==> config.mk <==
export PLATFORM = sky130hd
export DESIGN_NAME = rd_ctrl
export DESIGN_NICKNAME = d
export VERILOG_FILES = /design/src/rtl/rd_ctrl.sv
export SDC_FILE = /design/constraint.sdc
export NUM_CORES = 1
export LEC_CHECK = 0
export ABC_AREA = 0
export CAP_MARGIN = 10
export CELL_PAD_IN_SITES_DETAIL_PLACEMENT = 1
export CELL_PAD_IN_SITES_GLOBAL_PLACEMENT = 1
export CORE_UTILIZATION = 38
export DETAILED_ROUTE_END_ITERATION = 16
export PLACE_DENSITY_LB_ADDON = 0.05
export SYNTH_ARGS = -nofsm -noshare
export SYNTH_HDL_FRONTEND = slang
export SYNTH_SLANG_ARGS = --single-unit
export TNS_END_PERCENT = 100
==> constraint.sdc <==
create_clock -name rd_clk -period 5.2 [get_ports rd_clk]
set_input_delay 0.78 -clock rd_clk [delete_from_list [all_inputs] [get_ports rd_clk]]
set_output_delay 0.78 -clock rd_clk [all_outputs]
set_load 0.03 [all_outputs]
==> src/rtl/rd_ctrl.sv <==
// ---------------------------------------------------------------------------
// rd_ctrl
//   Read-side pointer controller for a dual-clock FIFO with gray-coded
//   pointers. The write pointer (gray) is brought into rd_clk through a
//   SYNC_DLY-deep flop chain and decoded to binary. The active-low read
//   request is synchronized the same way. A registered read strobe is issued
//   to the storage array while unread entries exist, and the binary/gray read
//   pointer is advanced one edge after each strobe.
//
// Parameters
//   ADDR_W    pointer width, FIFO depth = 2**ADDR_W
//   SYNC_DLY  synchronizer depth for wr_ptr_g and rd_req_ (>= 2)
//
// Ports
//   rd_clk     in   read-domain clock
//   rst        in   synchronous active-high reset
//   wr_ptr_g   in   gray write pointer from the write domain (asynchronous)
//   rd_req_    in   active-low read request (asynchronous)
//   rd_ptr_b   out  binary read pointer / storage read address (registered)
//   rd_en      out  read strobe to the storage array (registered)
//   rd_ptr_g   out  gray form of rd_ptr_b for the write-domain synchronizer
//   empty      out  FIFO empty in the rd_clk domain
//   underflow  out  sticky read-while-empty flag
//
// Build option
//   RD_CTRL_UNDERFLOW_EN  when defined, underflow latches on any cycle where
//                         the synchronized request is active while empty;
//                         otherwise underflow is tied low and has no flop.
// ---------------------------------------------------------------------------
module rd_ctrl #(
    parameter int ADDR_W   = 4,
    parameter int SYNC_DLY = 2
) (
    input  logic              rd_clk,
    input  logic              rst,
    input  logic [ADDR_W-1:0] wr_ptr_g,
    input  logic              rd_req_,
    output logic [ADDR_W-1:0] rd_ptr_b,
    output logic              rd_en,
    output logic [ADDR_W-1:0] rd_ptr_g,
    output logic              empty,
    output logic              underflow
);

    logic [ADDR_W-1:0]   wsync_q [SYNC_DLY];
    logic [ADDR_W-1:0]   wsync_d [SYNC_DLY];
    logic [SYNC_DLY-1:0] rsync_q;
    logic [SYNC_DLY-1:0] rsync_d;

    logic [ADDR_W-1:0]   rd_ptr_b_q;
    logic [ADDR_W-1:0]   rd_ptr_b_d;
    logic                rd_en_q;
    logic                rd_en_d;
    logic                drain_dly_q;
    logic                drain_dly_d;
    logic                empty_dly_q;
    logic                empty_dly_d;

    logic [ADDR_W-1:0]   wr_ptr_s;
    logic [ADDR_W-1:0]   wr_ptr_bs;
    logic                req_s_;
    logic [ADDR_W-1:0]   nxt_rd_ptr;
    logic                drain;
    logic                empty_c;

    assign wr_ptr_s = wsync_q[SYNC_DLY-1];
    assign req_s_   = rsync_q[SYNC_DLY-1];

    always_comb begin
        wsync_d[0] = wr_ptr_g;
        for (int i = 1; i < SYNC_DLY; i++) begin
            wsync_d[i] = wsync_q[i-1];
        end
        rsync_d = {rsync_q[SYNC_DLY-2:0], rd_req_};
    end

    // Gray to binary: each binary bit is the XOR of all gray bits at or above it.
    always_comb begin
        wr_ptr_bs = '0;
        for (int i = 0; i < ADDR_W; i++) begin
            wr_ptr_bs[i] = ^(wr_ptr_s >> i);
        end
    end

    // Pointer equality alone cannot tell empty from full. Equality reached by
    // a read (drain_dly) or held since an already-empty cycle (empty_dly) is
    // empty; equality reached by writes is full.
    always_comb begin
        nxt_rd_ptr  = rd_ptr_b_q + ADDR_W'(1);
        drain       = (nxt_rd_ptr == wr_ptr_bs);
        empty_c     = (rd_ptr_b_q == wr_ptr_bs) && (drain_dly_q || empty_dly_q);
        drain_dly_d = drain;
        empty_dly_d = empty_c;

        // A strobe already in flight has claimed the last entry, so the
        // following cycle must not strobe it again.
        rd_en_d = !req_s_ && !empty_c && !(rd_en_q && drain);

        rd_ptr_b_d = rd_ptr_b_q;
        if (rd_en_q) begin
            rd_ptr_b_d = nxt_rd_ptr;
        end
    end

    always_ff @(posedge rd_clk) begin
        if (rst) begin
            for (int i = 0; i < SYNC_DLY; i++) begin
                wsync_q[i] <= '0;
            end
            rsync_q     <= '1;
            rd_ptr_b_q  <= '0;
            rd_en_q     <= 1'b0;
            drain_dly_q <= 1'b0;
            empty_dly_q <= 1'b1;
        end else begin
            wsync_q     <= wsync_d;
            rsync_q     <= rsync_d;
            rd_ptr_b_q  <= rd_ptr_b_d;
            rd_en_q     <= rd_en_d;
            drain_dly_q <= drain_dly_d;
            empty_dly_q <= empty_dly_d;
        end
    end

`ifdef RD_CTRL_UNDERFLOW_EN
    logic underflow_q;
    logic underflow_d;

    always_comb begin
        underflow_d = underflow_q || (!req_s_ && empty_c);
    end

    always_ff @(posedge rd_clk) begin
        if (rst) begin
            underflow_q <= 1'b0;
        end else begin
            underflow_q <= underflow_d;
        end
    end

    assign underflow = underflow_q;
`else
    assign underflow = 1'b0;
`endif

    assign rd_ptr_b = rd_ptr_b_q;
    assign rd_en    = rd_en_q;
    assign rd_ptr_g = rd_ptr_b_q ^ (rd_ptr_b_q >> 1);
    assign empty    = empty_c;

endmodule
==> results.txt, run 1 <==
Placement Setup Slack: 2.23 ns
Boundary pin count: 18
Largest delay share family, worst path: buffers and inverters
Fill cells: 216
CTS Buf Count: 3
Area delta synth->final: 25.6%
Status: completed
P_leak: 0.367 nW
Net Sw Power: 59.4 uW
Post-CTS Setup Bufs: 0
Syn Inst Count: 71
Mean routed wirelength per cell: 12.2 um
Synth Warn #: 0
Fin crit share: 63.4%
Max rail drop VDD: 0.175 mV
Pwr dens: 261 mW/mm^2
CP cell instances: xor3_1 > or3_1 > a221oi_2 > clkdlybuf4s50_1
Sw frac: 24.7%
1st-pass router iterations: 4
All-Layer GR Usage: 16.2%
Placed instance count: 107
First DRT Iteration DRCs: 7
Setup TNS: 0 ns
Vias per cell: 4.76
Post-synth cell types: 24
Logic pwr share: 13.2%
Most common cell in the netlist: dfxtp_1
Post-synth top area share: 46.4%
CTS tree: done
Clk sinks: 17
Vias in the first global route: 522
Max Fanout on Critical Path: 5
Largest net degree at the start of global routing: 17
Hpwl dp: 1030 um
Slew HR: 66.1%
Worst hold slack: 0.395 ns
Sequential power share: 57.9%
Clk_lat worst skew: 0.29 ns
DIE AREA: 0.00211 mm^2
RSZ-0062 raised after global routing: no
Final wirelength: 1360 um
Root buf cell: clkbuf_4
Internal power: 181 uW
Number of diodes: 0
Maxcap violations: 0
Clock power frac: 28.9%
Startpoint types: flip-flop
Syn_nets: 80
Top post-synthesis cells by area: dfxtp_1, xnor2_1, nor2b_1, xor2_1, ha_1
Critical Path Max Stage Delay: 0.71 ns
Final-report max-slew violation count: 0
Setup violators final: 0
Worst Path Arrival: 2.52 ns
Minimum clock period: 3.30 ns
DR vias: 528
Die height: 45.9 um
Die W: 45.9 um
Post-route DRC: 0
Clock Skews: 0.00438 ns
Fin worst setup slack: 1.90 ns
Share of cells above drive strength 1: 11.6%
Worst Setup End Kind: primary output
FP Rows: 15
Fin. Hold Viols: 0
Post-synthesis sequential area ratio: 46.4%
Crit-path slowest cell: clkdlybuf4s50_1
Initial antenna violation count: 0
First-pass GRT wire length: 2300 um
Initial Utilization: 41.6%
Crit Path Class: flip-flop to primary output
Highest clock rate: 303 MHz
Async S/R FF share, synth: 0%
Synthesized area: 733 um^2
H-Tree Level Count: 1
Input/output buffers: 16
Slew @ Worst Pin: 0.506 ns
Synthesized flop and latch total: 17
Post-CTS Hold Buffers: 0
Ys flop type: dfxtp_1
Antenna-violating nets left: 0
Total gr overflow: 0
Mean post-synth cell area: 10.3 um^2
Synth top cells by count: dfxtp_1, nor2b_1, nor2_1, xnor2_1, xor2_1
Hold/Removal Path Class: flip-flop to flip-flop
Core footprint: 0.00176 mm^2
Final non-filler cell total: 111
Critical Path RT: 4.42 ns
WP buf/inv: 1
Clock-pin slew on the worst setup and hold paths: 0.10 ns
Post-synth top area cell: dfxtp_1
Final nets: 96
Post-cts gate resize count: 0
Number of flops mapped to enable cells by yosys: 0
Gpl congestion: 0.686
Clock buffer depth: 2
placed cells by master (no fill, tap or decap):
master / count
conb_1: 1
or3_2: 1
xnor2_1: 6
xor2_1: 5
o211ai_1: 1
or3_1: 1
nor2b_1: 8
clkdlybuf4s50_1: 16
xor3_1: 1
and3_2: 1
ha_1: 2
a221oi_2: 1
nand4b_1: 2
dfxtp_1: 17
or2_2: 3
nand3_1: 4
nor3_1: 1
clkinv_2: 1
nand2_1: 2
nor2_1: 6
a311oi_1: 1
mux2i_1: 1
clkbuf_4: 3
and3b_1: 1
final cells by class:
type | count | area (um^2) | share of cell area [%]
multi-input combinational | 49 | 362 | 39.3
sequential | 17 | 340 | 37.0
timing repair buffer | 16 | 160 | 17.4
clock inverter | 1 | 5.00 | 0.543
tap | 25 | 31.3 | 3.40
clock buffer | 3 | 22.5 | 2.45
per-stage QoR:
step	area [um^2]	util (%)	total power, mW
after floorplan	733	-	0.163
after global placement	893	50.6	0.173
after detailed placement	893	50.6	0.174
after CTS	921	52.2	0.245
after global routing	921	52.2	0.256
final	921	52.2	0.241
registers in the layout (all words and copies together), names as in the netlist:
register,flops
rd_ptr_b,4
empty_dly_q,1
rsync_q,2
wsync_d,4
wr_ptr_s,4
rd_en,1
drain_dly_q,1
power by group through the flow:
stage | Clock, mW | Sequential, mW | Combinational (mW)
6_report | 0.0695 | 0.139 | 0.0318
5_1_grt | 0.0814 | 0.140 | 0.0346
2_1_floorplan | 0 | 0.142 | 0.0211
4_1_cts | 0.0736 | 0.139 | 0.0323
3_3_place_gp | 0 | 0.142 | 0.0315
3_5_place_dp | 0 | 0.142 | 0.0321
logic make-up (layout without fill, tap and decap cells):
| family | after synthesis | after routing | share of synthesized area [%] |
|---|---|---|---|
| other | 1 | 1 | 0.511 |
| XOR/XNOR | 12 | 12 | 16.4 |
| multiplexers | 1 | 1 | 1.37 |
| adder cells (fa/ha/maj) | 2 | 2 | 3.41 |
| AND/OR/NAND/NOR | 30 | 30 | 23.4 |
| flip-flops | 17 | 17 | 46.4 |
| buffers and inverters | 5 | 20 | 4.26 |
| AO/OA/AOI/OAI | 3 | 3 | 4.27 |
metal layers:
metal / global-route usage [%] / wire (um)
met1: 19.7 / 651
met2: 25.4 / 647
met3: 4.76 / 45
met4: 8.82 / 15
met5: 0 / 0
path summary, 6_finish.rpt:
check | start | endpoint | slack [ns] | depth (start not counted)
worst min-delay path | rsync_q[1]$_SDFF_PP1_ | rd_en$_SDFF_PP0_ | 0.39 | 1
worst max register to register | wr_ptr_s[1]$_SDFF_PP0_ | rd_en$_SDFF_PP0_ | 3.35 | 5
worst min register to register | rsync_q[1]$_SDFF_PP1_ | rd_en$_SDFF_PP0_ | 0.39 | 1
worst max-delay path | wr_ptr_s[1]$_SDFF_PP0_ | empty | 1.90 | 4
No activity file was read; power rests on OpenSTA's default activity.
==> run 2, diff against run 1 <==
--- a/config.mk
+++ b/config.mk
@@ -9,7 +9,8 @@
 export CAP_MARGIN = 10
 export CELL_PAD_IN_SITES_DETAIL_PLACEMENT = 1
 export CELL_PAD_IN_SITES_GLOBAL_PLACEMENT = 1
-export CORE_UTILIZATION = 38
+export CORE_ASPECT_RATIO = 1.5
+export CORE_UTILIZATION = 35
 export DETAILED_ROUTE_END_ITERATION = 16
 export PLACE_DENSITY_LB_ADDON = 0.05
 export SYNTH_ARGS = -nofsm -noshare
==> constraint.sdc (replaced) <==
create_clock -name rd_clk -period 3.2 [get_ports rd_clk]
set_input_delay 0.48 -clock rd_clk [delete_from_list [all_inputs] [get_ports rd_clk]]
set_output_delay 0.48 -clock rd_clk [all_outputs]
set_load 0.03 [all_outputs]
==> results.txt, run 2 (synthesized netlist as in run 1, its figures left out) <==
Post-cts gate resize count: 0 (unchanged)
First-pass GRT wire length: 2260 um (-1.8%)
CTS tree: done
Number of diodes: 0 (unchanged)
Clock Skews: 0.00301 ns (-0.00137 ns)
Boundary pin count: 18 (unchanged)
Multi-input logic area: 362 um^2 (unchanged)
Worst reg2reg endpoint: rd_en$_SDFF_PP0_
Setup violators final: 0 (unchanged)
Gpl congestion: 0.708 (+3.3%)
DR vias: 529 (+0.19%)
Net Sw Power: 89.4 uW (+51%)
FP Rows: 19 (+4)
Fin crit share: 92.2%
Highest clock rate: 339 MHz
Status: completed
Minimum clock period: 2.95 ns
RSZ-0062 raised after global routing: no
Final Util: 48.5% (-3.7 points)
Clock power frac: 28.2% (-0.7 points)
Vias per cell: 4.90 (+3.0%)
First DRT Iteration DRCs: 2 (-5)
Fin. Hold Viols: 0 (unchanged)
R2r startpoint: wr_ptr_s[1]$_SDFF_PP0_
Crit-path slowest cell: clkdlybuf4s50_1
Maxcap violations: 0 (unchanged)
Largest delay share family, worst path: buffers and inverters
Die height: 58.1 um (+26%)
Most frequent cells in the layout: dfxtp_1, clkdlybuf4s50_1, nor2b_1
Initial Utilization: 38.6% (-3.0 points)
Clk sinks: 17 (unchanged)
Area delta synth->final: 25.8%
Post-CTS Hold Buffers: 0 (unchanged)
P_leak: 0.370 nW (+0.74%)
Post-CTS Setup Bufs: 0 (unchanged)
Vias in the first global route: 527 (+0.96%)
Startpoint types: flip-flop
CP Depth: 4 (unchanged)
Sequential power share: 58.6% (+0.7 points)
Setup TNS: 0 ns (unchanged)
Hpwl dp: 1030 um (about the same)
DIE AREA: 0.00229 mm^2 (+8.4%)
CTS Buf Count: 3 (unchanged)
Sw frac: 23.2% (-1.5 points)
Hold/Removal Path Class: flip-flop to flip-flop
Clock buffer depth: 2 (unchanged)
H-Tree Level Count: 1 (unchanged)
Mean routed wirelength per cell: 11.8 um (-3.8%)
Hold Path Cell Cnt: 1 (unchanged)
Final nets: 97 (+1.0%)
Hold Path End: rd_en$_SDFF_PP0_
Antenna-violating nets left: 0 (unchanged)
Reg2reg setup slack: 1.39 ns (-1.96 ns)
All-Layer GR Usage: 14.3% (-1.9 points)
Most common cell after layout, fill and taps aside: dfxtp_1
Max rail drop VDD: 0.237 mV (+35%)
Fill cells: 228 (+5.6%)
Root buf cell: clkbuf_4
Hold path start: rsync_q[1]$_SDFF_PP1_
Crit Path Class: flip-flop to primary output
WP buf/inv: 1 (unchanged)
Logic pwr share: 13.3% (about the same)
Critical Path Max Stage Delay: 0.71 ns (about the same)
Reg area: 340 um^2 (unchanged)
Input/output buffers: 16 (unchanged)
Die W: 39.4 um (-14%)
Final wirelength: 1270 um (-6.4%)
Worst Path Arrival: 2.47 ns (-0.05 ns)
Max Fanout on Critical Path: 5 (unchanged)
Post-route DRC: 0 (unchanged)
Core footprint: 0.00190 mm^2 (+7.8%)
Final-report max-slew violation count: 0 (unchanged)
Largest net degree at the start of global routing: 17 (unchanged)
1st-pass router iterations: 2 (-2)
Internal power: 296 uW (+64%)
Critical Path RT: 2.72 ns (-1.70 ns)
Final Power: 386 uW (+60%)
Worst Setup End Kind: primary output
Total gr overflow: 0 (unchanged)
CP cell instances: xor3_1 > or3_1 > a221oi_2 > clkdlybuf4s50_1
R2R depth: 5 (unchanged)
Share of cells above drive strength 1: 11.5% (-0.13 points)
Initial antenna violation count: 0 (unchanged)
Pwr dens: 418 mW/mm^2 (+60%)
Clock-pin slew on the worst setup and hold paths: 0.09 ns (about the same)
Clk_lat worst skew: 0.28 ns (about the same)
[run 2: stage by stage]
step / hold slack (ns) / cells / setup WS, ns / cell area (um^2)
after floorplan: 0.368 / 71 / 0.989 / 733
after global placement: 0.390 / 104 / 0.572 / 896
after detailed placement: 0.384 / 104 / 0.564 / 896
after CTS: 0.391 / 108 / 0.219 / 922
after global routing: 0.423 / 108 / 0.0962 / 922
final: 0.398 / 108 / 0.251 / 922
[run 2: worst max path at each step]
stage             to  slack, ns                     start
3_3_place_gp   empty       0.57    wr_ptr_s[1]$_SDFF_PP0_
3_5_place_dp   empty       0.56    wr_ptr_s[1]$_SDFF_PP0_
5_1_grt        empty        0.1    wr_ptr_s[1]$_SDFF_PP0_
6_report       empty       0.25    wr_ptr_s[1]$_SDFF_PP0_
2_1_floorplan  empty       0.99  rd_ptr_b[0]$_SDFFE_PP0P_
4_1_cts        empty       0.22    wr_ptr_s[1]$_SDFF_PP0_
[run 2: worst register-to-register path: cells and delay by family, from the launching register on]
family,cells,cell delay (ns)
flops,1,0.39
simple gates,2,0.53
xor+xnor,1,0.44
compound gates,2,0.33
[run 2: power groups by stage]
stage | Combinational (mW) | Clock [mW] | Sequential, mW
2_1_floorplan | 0.0342 | 0 | 0.231
3_3_place_gp | 0.0514 | 0 | 0.230
3_5_place_dp | 0.0517 | 0 | 0.231
4_1_cts | 0.0522 | 0.116 | 0.226
5_1_grt | 0.0564 | 0.128 | 0.227
6_report | 0.0512 | 0.109 | 0.226
[run 2: final cells by class]
type                    count  area share [%]
flip-flops and latches     17            36.9
repair buffers             17            18.2
clock buffers               4            2.85
multi-input cells          49            39.2
well taps                  21            2.85
[run 2: layer usage]
metal / global-route usage, % / up-vias / part of all wire, %
met5: 0 / - / 0
met1: 16.6 / 252 / 45
met3: 1.15 / 2 / 3.1
li1: - / 263 / -
met2: 24.0 / 12 / 51
met4: 8.87 / 0 / 1.1
==> run 3, diff against run 2 <==
--- a/config.mk
+++ b/config.mk
@@ -13,6 +13,7 @@
 export CORE_UTILIZATION = 35
 export DETAILED_ROUTE_END_ITERATION = 16
 export PLACE_DENSITY_LB_ADDON = 0.05
+export REMOVE_ABC_BUFFERS = 1
 export SYNTH_ARGS = -nofsm -noshare
 export SYNTH_HDL_FRONTEND = slang
 export SYNTH_SLANG_ARGS = --single-unit
==> constraint.sdc (replaced) <==
create_clock -name rd_clk -period 3.2 [get_ports rd_clk]
set_input_delay 0.64 -clock rd_clk [delete_from_list [all_inputs] [get_ports rd_clk]]
set_output_delay 0.64 -clock rd_clk [all_outputs]
set_load 0.03 [all_outputs]
==> results.txt, run 3 (synthesized netlist as in run 1, its figures left out) <==
Status: completed
Vias in the first global route: 523 (-0.76%)
Fin. Hold Viols: 0 (unchanged)
Placed cell areas: 896 um^2 (unchanged)
Number of diodes: 0 (unchanged)
Crit Path Class: flip-flop to primary output
Post-CTS Setup Bufs: 0 (unchanged)
Core footprint: 0.00190 mm^2 (unchanged)
Total gr overflow: 0 (unchanged)
H-Tree Level Count: 1 (unchanged)
Largest net degree at the start of global routing: 17 (unchanged)
Placement Setup Slack: 0.338 ns (-0.226 ns)
GRT met2 Usage: 25.0% (+0.95 points)
Hpwl dp: 1070 um (+4.4%)
Placed instance count: 104 (unchanged)
Die W: 39.4 um (unchanged)
RSZ-0062 raised after global routing: no
Minimum clock period: 2.78 ns (-0.171 ns)
FP Rows: 19 (unchanged)
1st-pass router iterations: 2 (unchanged)
Most frequent cells in the layout: dfxtp_1, clkdlybuf4s50_1, nor2b_1
All-Layer GR Usage: 15.3% (+0.98 points)
Met3 GRT Util: 3.45% (+2.3 points)
Share of cells above drive strength 1: 11.5% (unchanged)
GRT Max-Usage Layer: met2
Final wirelength: 1400 um (+10%)
Fin crit share: 86.8% (-5.3 points)
Setup TNS: 0 ns (unchanged)
Vias per cell: 4.95 (+1.1%)
Final nets: 97 (unchanged)
Most common cell after layout, fill and taps aside: dfxtp_1
Final non-filler cell total: 108 (unchanged)
Hold Path Cell Cnt: 1 (unchanged)
Clock Skews: 0.00198 ns (-0.00103 ns)
First DRT Iteration DRCs: 1 (-1)
Fin worst setup slack: 0.422 ns (+0.171 ns)
Slew HR: 66.4%
Root buf cell: clkbuf_4
Final Power: 388 uW (+0.58%)
Hold/Removal Path Class: flip-flop to flip-flop
Mean routed wirelength per cell: 13.0 um (+10%)
First-pass GRT wire length: 2320 um (+2.4%)
Input/output buffers: 16 (unchanged)
P_leak: 0.383 nW (+3.5%)
GRT met1 Usage: 16.6% (unchanged)
Antenna-violating nets left: 0 (unchanged)
Startpoint types: flip-flop
Die height: 58.1 um (unchanged)
DIE AREA: 0.00229 mm^2 (unchanged)
Max rail drop VDD: 0.308 mV (+30%)
Maxcap violations: 0 (unchanged)
CTS tree: done
Fill cells: 227 (-0.44%)
Post-CTS Hold Buffers: 0 (unchanged)
Slew @ Worst Pin: 0.502 ns
Initial Utilization: 38.6% (unchanged)
Area delta synth->final: 26.1%
DR vias: 535 (+1.1%)
Clock buffer depth: 2 (unchanged)
Clk_lat worst skew: 0.28 ns (about the same)
Initial antenna violation count: 0 (unchanged)
Highest clock rate: 360 MHz (+6.2%)
Max Fanout on Critical Path: 5 (unchanged)
Final-report max-slew violation count: 0 (unchanged)
Worst Setup End Kind: primary output
Critical Path RT: 2.56 ns (-0.16 ns)
Pwr dens: 419 mW/mm^2 (+0.30%)
Clk sinks: 17 (unchanged)
Setup violators final: 0 (unchanged)
CTS Buf Count: 3 (unchanged)
Clock-pin slew on the worst setup and hold paths: 0.09 ns (about the same)
Final instance area: 925 um^2 (+0.27%)
R2R depth: 5 (unchanged)
Post-route DRC: 0 (unchanged)
Worst Path Arrival: 2.14 ns (-0.33 ns)
Gpl congestion: 0.746 (+5.4%)
Boundary pin count: 18 (unchanged)
[run 3: per-layer routing]
metal  vias up  share of wire [%]
met5         -                  0
met2        17                 52
li1        264                  -
met1       250                 41
met3         4                3.9
met4         0                3.2
[run 3: layout make-up]
cell class | count | area [um^2] | share of cell area (%)
timing repair buffer | 17 | 170 | 18.4
sequential | 17 | 340 | 36.8
tap | 21 | 26.3 | 2.84
multi-input combinational | 49 | 362 | 39.1
clock buffer | 4 | 26.3 | 2.84
[run 3: repair_timing]
item,in CTS,in global routing
resized for setup,0,1
hold endpoints to repair,0,0
endpoints found under the setup margin,0,1
[run 3: worst paths after layout]
check                                            start               end  slack [ns]
worst min register to register   rsync_q[1]$_SDFF_PP1_  rd_en$_SDFF_PP0_        0.39
worst max register to register  wr_ptr_s[1]$_SDFF_PP0_  rd_en$_SDFF_PP0_        1.34
worst max-delay path            wr_ptr_s[1]$_SDFF_PP0_             empty        0.42
worst min-delay path             rsync_q[1]$_SDFF_PP1_  rd_en$_SDFF_PP0_        0.39
[run 3: through the flow]
step | hold WS [ns] | utilization, %
floorplan | 0.368 | -
global placement | 0.375 | 47.1
detailed placement | 0.377 | 47.1
CTS | 0.394 | 48.5
global route | 0.408 | 48.6
finish | 0.392 | 48.6
[run 3: worst max-delay path: stages (launching register included)]
cell	delay, ns
dfxtp_1	0.40
xor3_1	0.44
or3_1	0.37
a221oi_2	0.31
dlymetal6s2s_1	0.33
[run 3: power by group]
| part | total [mW] | internal [mW] | switching (mW) |
|---|---|---|---|
| Combinational | 0.0512 | 0.0272 | 0.0240 |
| Clock | 0.111 | 0.0484 | 0.0622 |
| Sequential | 0.226 | 0.220 | 0.00572 |
| Total | 0.388 | 0.296 | 0.0919 |
